File: config.mk
export PLATFORM = sky130hd
export DESIGN_NAME = rpn_feeder
export DESIGN_NICKNAME = d
export VERILOG_FILES = /design/src/rtl/rpn_feeder.sv
export SDC_FILE = /design/constraint.sdc
export NUM_CORES = 1
export LEC_CHECK = 0
export ABC_AREA = 1
export CORE_UTILIZATION = 35
export CTS_BUF_LIST = sky130_fd_sc_hd__clkbuf_4 sky130_fd_sc_hd__clkbuf_8
export DETAILED_ROUTE_END_ITERATION = 8
export GPL_ROUTABILITY_DRIVEN = 0
export SLEW_MARGIN = 30
export SYNTH_ARGS = -nofsm -noshare
export SYNTH_HDL_FRONTEND = slang
export SYNTH_SLANG_ARGS = --single-unit
File: constraint.sdc
create_clock -name step -period 6 [get_ports step]
set_input_delay 1.8 -clock step [delete_from_list [all_inputs] [get_ports step]]
set_output_delay 1.8 -clock step [all_outputs]
set_load 0.05 [all_outputs]
File: src/rtl/rpn_feeder.sv
// Token FIFO and command sequencer in front of the 16-bit RPN calculator.
// Tracks a shadow stack depth so that only legal push/op commands reach the calculator.
module rpn_feeder #(
    parameter int DEPTH = 8,
    parameter int AW    = 3
) (
    input  logic          step,
    input  logic          nrst,
    input  logic          run,
    input  logic          tok_valid,
    input  logic [17:0]   tok_data,
    output logic          tok_ready,
    output logic          push,
    output logic [1:0]    op,
    output logic [15:0]   d,
    input  logic [9:0]    cnt,
    input  logic [15:0]   top,
    output logic          res_valid,
    output logic [15:0]   result,
    output logic          err,
    output logic [2:0]    err_code,
    output logic [AW:0]   lvl,
    output logic          dbg_state
);

    // Handshake: a token transfers on a rising step edge where tok_valid && tok_ready;
    // tok_ready depends only on registered state, never on tok_valid.

    typedef enum logic {
        S_RUN = 1'b0,
        S_ERR = 1'b1
    } state_t;

    localparam logic [AW:0] LVL_FULL = (AW+1)'(DEPTH);
    localparam logic [AW:0] LVL_ONE  = (AW+1)'(1);
    localparam logic [9:0]  DEP_MAX  = 10'd1023;

    state_t        state_q, state_d;
    logic [17:0]   mem_q [DEPTH];
    logic [AW-1:0] wr_ptr_q, rd_ptr_q;
    logic [AW:0]   lvl_q, lvl_d;
    logic [9:0]    dep_q, dep_d;
    logic          res_valid_q;
    logic [15:0]   result_q;
    logic          err_q;
    logic [2:0]    err_code_q;

    logic          wr, pop, err_set, end_hit;
    logic [2:0]    code;
    logic [17:0]   head;

    assign head      = mem_q[rd_ptr_q];
    assign tok_ready = (lvl_q != LVL_FULL) && (state_q == S_RUN);
    assign wr        = tok_valid && tok_ready;

    always_comb begin
        push    = 1'b0;
        op      = 2'b00;
        d       = 16'd0;
        pop     = 1'b0;
        err_set = 1'b0;
        code    = 3'd0;
        end_hit = 1'b0;
        dep_d   = dep_q;
        if (state_q == S_RUN) begin
            // A depth disagreement means the calculator and the shadow diverged; stop before issuing.
            if (cnt != dep_q) begin
                err_set = 1'b1;
                code    = 3'd5;
            end else if (run && (lvl_q != '0)) begin
                pop = 1'b1;
                case (head[17:16])
                    2'b00: begin
                        if (dep_q != DEP_MAX) begin
                            push  = 1'b1;
                            d     = head[15:0];
                            dep_d = dep_q + 10'd1;
                        end else begin
                            err_set = 1'b1;
                            code    = 3'd1;
                        end
                    end
                    2'b01: begin
                        if (head[1:0] == 2'b01) begin
                            if (dep_q == 10'd0) begin
                                err_set = 1'b1;
                                code    = 3'd2;
                            end else begin
                                op = 2'b01;
                            end
                        end else if (head[1:0] != 2'b00) begin
                            if (dep_q < 10'd2) begin
                                err_set = 1'b1;
                                code    = 3'd2;
                            end else begin
                                op    = head[1:0];
                                dep_d = dep_q - 10'd1;
                            end
                        end
                    end
                    2'b10: begin
                        if (dep_q == 10'd0) begin
                            err_set = 1'b1;
                            code    = 3'd3;
                        end else begin
                            end_hit = 1'b1;
                        end
                    end
                    default: begin
                        err_set = 1'b1;
                        code    = 3'd4;
                    end
                endcase
            end
        end
        state_d = err_set ? S_ERR : state_q;
    end

    always_comb begin
        case ({wr, pop})
            2'b10:   lvl_d = lvl_q + LVL_ONE;
            2'b01:   lvl_d = lvl_q - LVL_ONE;
            default: lvl_d = lvl_q;
        endcase
    end

    always_ff @(posedge step) begin
        if (wr) mem_q[wr_ptr_q] <= tok_data;
    end

    always_ff @(posedge step or negedge nrst) begin
        if (!nrst) begin
            state_q     <= S_RUN;
            wr_ptr_q    <= '0;
            rd_ptr_q    <= '0;
            lvl_q       <= '0;
            dep_q       <= 10'd0;
            res_valid_q <= 1'b0;
            result_q    <= 16'd0;
            err_q       <= 1'b0;
            err_code_q  <= 3'd0;
        end else begin
            state_q     <= state_d;
            lvl_q       <= lvl_d;
            dep_q       <= dep_d;
            res_valid_q <= end_hit;
            if (wr)      wr_ptr_q <= wr_ptr_q + AW'(1);
            if (pop)     rd_ptr_q <= rd_ptr_q + AW'(1);
            // top already reflects every command issued before the END cycle.
            if (end_hit) result_q <= top;
            if (err_set) begin
                err_q      <= 1'b1;
                err_code_q <= code;
            end
        end
    end

    assign res_valid = res_valid_q;
    assign result    = result_q;
    assign err       = err_q;
    assign err_code  = err_code_q;
    assign lvl       = lvl_q;
    assign dbg_state = state_q;

endmodule

==> metrics <==
Die W=157 µm; Mapped Cells=794; diode count=0; critical path arrival=3910 ps; status=finished clean; root buf cell=clkbuf_8; DP Area=0.00983 mm²; wire per inst=15.2 µm; max-capacitance violation count=0; Max H-tree Level=4; share of layout cells above drive strength 1=0.117; CP Max Fanout=17; pwr dens=223 mW/mm²; slew of the pin with the lowest slew margin=717 ps; Crit. End Element=output pin; Initial DRC Count=333; YS warnings=0; initial core utilization=0.357; fin crit period=5710 ps; Main synth FF type=edfxtp_1; Row Count=56; Worst-Skew Late Latency=480 ps; # hold bufs at CTS=0; leading area contributor after synthesis=edfxtp_1; Core Area=0.0235 mm²; crit path launch type=input port; GRT overflow=0; clock sinks=185; most frequent cells in the layout=nand2_1 (226), edfxtp_1 (144), nor2_1 (88); Post-CTS Setup Bufs=0; Leakage=0.00395 µW; fmax=0.175 GHz; fill cell count=2,191; Peak VDD IR=141 µV; top cell type's share of synthesized area=0.516; Hold Crit Class=reg2reg; Max Root-Sink Buffers=2; ys async rst share=0.222; CTS tree=yes; via count=5,732; cell with the largest stage delay on the worst path=clkdlybuf4s50_1; fin util=0.436; final worst-path cycle share=0.951; Ports=94; post-cts sizing count=0; DIE AREA=0.0246 mm²; setup tns final=0 ps; DRT antenna net count=0; Avg Synthesized Cell Area=10.6 µm²; Post-synth EDFFs=144; CTS buffer count=17; final instance area=0.0102 mm²; clock skew=26.3 ps; post-synthesis sequential area ratio=0.638; Hold Violations, Final=0; drt first pass iters=4; clock-pin slew on the worst setup and hold paths=100 ps; initial antenna violation count=0; Syn Nets=857; vias in the first global route=5,465; PortBufs=93; WP data required=4200 ps; Global Route Usage Sum=0.157; library cells used by synthesis=42; max_slew headroom=0.521; drt drc=0; DR vias/cell=4.70; first-pass GRT wire length=29,200 µm; Critical Path, Cell by Cell=clkdlybuf4s50_1 -> xor2_1 -> nor2_1 -> nand2_1 -> nor2_2 -> nand2_2 -> nor2_4 -> nand2_2 -> or2_1 -> buf_4 -> nor2_1 -> buf_12; final WL=18,500 µm; Synth area leaders=edfxtp_1 (52%), dfrtp_1 (12%), nand2_1 (10%), nor2_1 (4.3%), nand3_1 (2.3%); nets=951; RSZ-0062 raised after global routing=no; Slew Limit Fails=0; Largest stage delay, worst path=410 ps; Area Growth Syn to Fin=22.2%; Crit Path Class=in2out; Setup-failing EPs final=0; Layout Cells excl Fill=1,220; dpl cells=1,188; post-DP HPWL=11,400 µm; Die H=157 µm; Post-Syn Area=0.00838 mm²; number of synthesized register bits=185; commonest non-fill, non-tap cell in the layout=nand2_1; largest net degree at the start of global routing=45
## routing by layer
metal / GRT usage / vias up / wire [µm]
li1: - / 2869 / -
met1: 0.202 / 2737 / 8380
met2: 0.261 / 101 / 9130
met3: 0.0294 / 25 / 574
met4: 0.0640 / 0 / 408
met5: 0 / - / 0
## path summary, 6_finish.rpt
kind	start	end	slack [ps]	depth (start not counted)
worst max-delay path	cnt[7]	d[0]	290	12
worst min-delay path	err_code[0]	err_code[0]	480	2
worst max register to register	rd_ptr_q[0]	dep_q[7]	2350	15
worst min register to register	err_code[0]	err_code[0]	480	2
max in group asynchronous	nrst	rd_ptr_q[0]	4280	1
min in group asynchronous	nrst	dep_q[5]	1300	1
## synthesized netlist by cell type (2+ instances only)
| cell type | count |
|---|---|
| nand2_1 | 226 |
| edfxtp_1 | 144 |
| nor2_1 | 96 |
| inv_1 | 47 |
| dfrtp_1 | 41 |
| nand3_1 | 38 |
| a21oi_1 | 37 |
| nor3_1 | 17 |
| xor2_1 | 15 |
| o31ai_1 | 14 |
| o32ai_1 | 14 |
| ha_1 | 13 |
| buf_2 | 11 |
| nor2_4 | 11 |
| o21ai_0 | 8 |
| buf_1 | 7 |
| clkbuf_1 | 7 |
| buf_6 | 5 |
| inv_2 | 4 |
| or2_2 | 4 |
| nand2_2 | 3 |
| nor2_2 | 3 |
| o21ai_1 | 3 |
| xnor2_1 | 3 |
| buf_4 | 2 |
| fa_1 | 2 |
| nand3b_1 | 2 |
| nand4_1 | 2 |
| or2_1 | 2 |
## area by class of cell
cell class,instances,area [µm²],share of cell area
Multi-Input combinational cell,523,2660,0.259
Tap cell,319,399,0.0390
Timing Repair Buffer,108,1220,0.119
Sequential cell,185,5350,0.522
Clock inverter,14,175,0.0171
Inverter,53,200,0.0195
Clock buffer,18,241,0.0236
## registers in the layout, indices dropped and copies added, names as in the netlist
name / cells
err_code: 3
wr_ptr_q: 3
result: 16
lvl: 4
err: 1
res_valid: 1
rd_ptr_q: 3
mem_q: 144
dep_q: 10
## per-stage QoR
step | power, µW | worst slack, ps | hold slack (ps)
after floorplan | 1420 | 277 | 493
after global placement | 1460 | 316 | 456
after detailed placement | 1460 | 262 | 458
after CTS | 2310 | 258 | 482
after global routing | 2360 | 93.6 | 501
final | 2290 | 293 | 480
## critical path: cells and delay by family
family / cells / cell delay [ps]
AND/OR/NAND/NOR: 8 / 1120
buffers and inverters: 3 / 850
XOR/XNOR: 1 / 140
## cells by family (layout without fill, tap and decap cells)
| group | after synthesis | after routing | synth area share |
|---|---|---|---|
| compound gates | 81 | 81 | 0.0603 |
| xor+xnor | 19 | 19 | 0.0208 |
| fa+ha+maj | 15 | 15 | 0.0242 |
| buf+inv | 86 | 193 | 0.0476 |
| flops | 185 | 185 | 0.638 |
| simple gates | 408 | 408 | 0.209 |
## power by group
part	total, µW	switching (µW)	internal (µW)	leakage, µW
clock network	852	492	360	0.000213
logic	53.9	24.4	29.5	0.00193
registers	1380	0	1380	0.00181
Note: power is estimated with default switching activity, not from simulation.
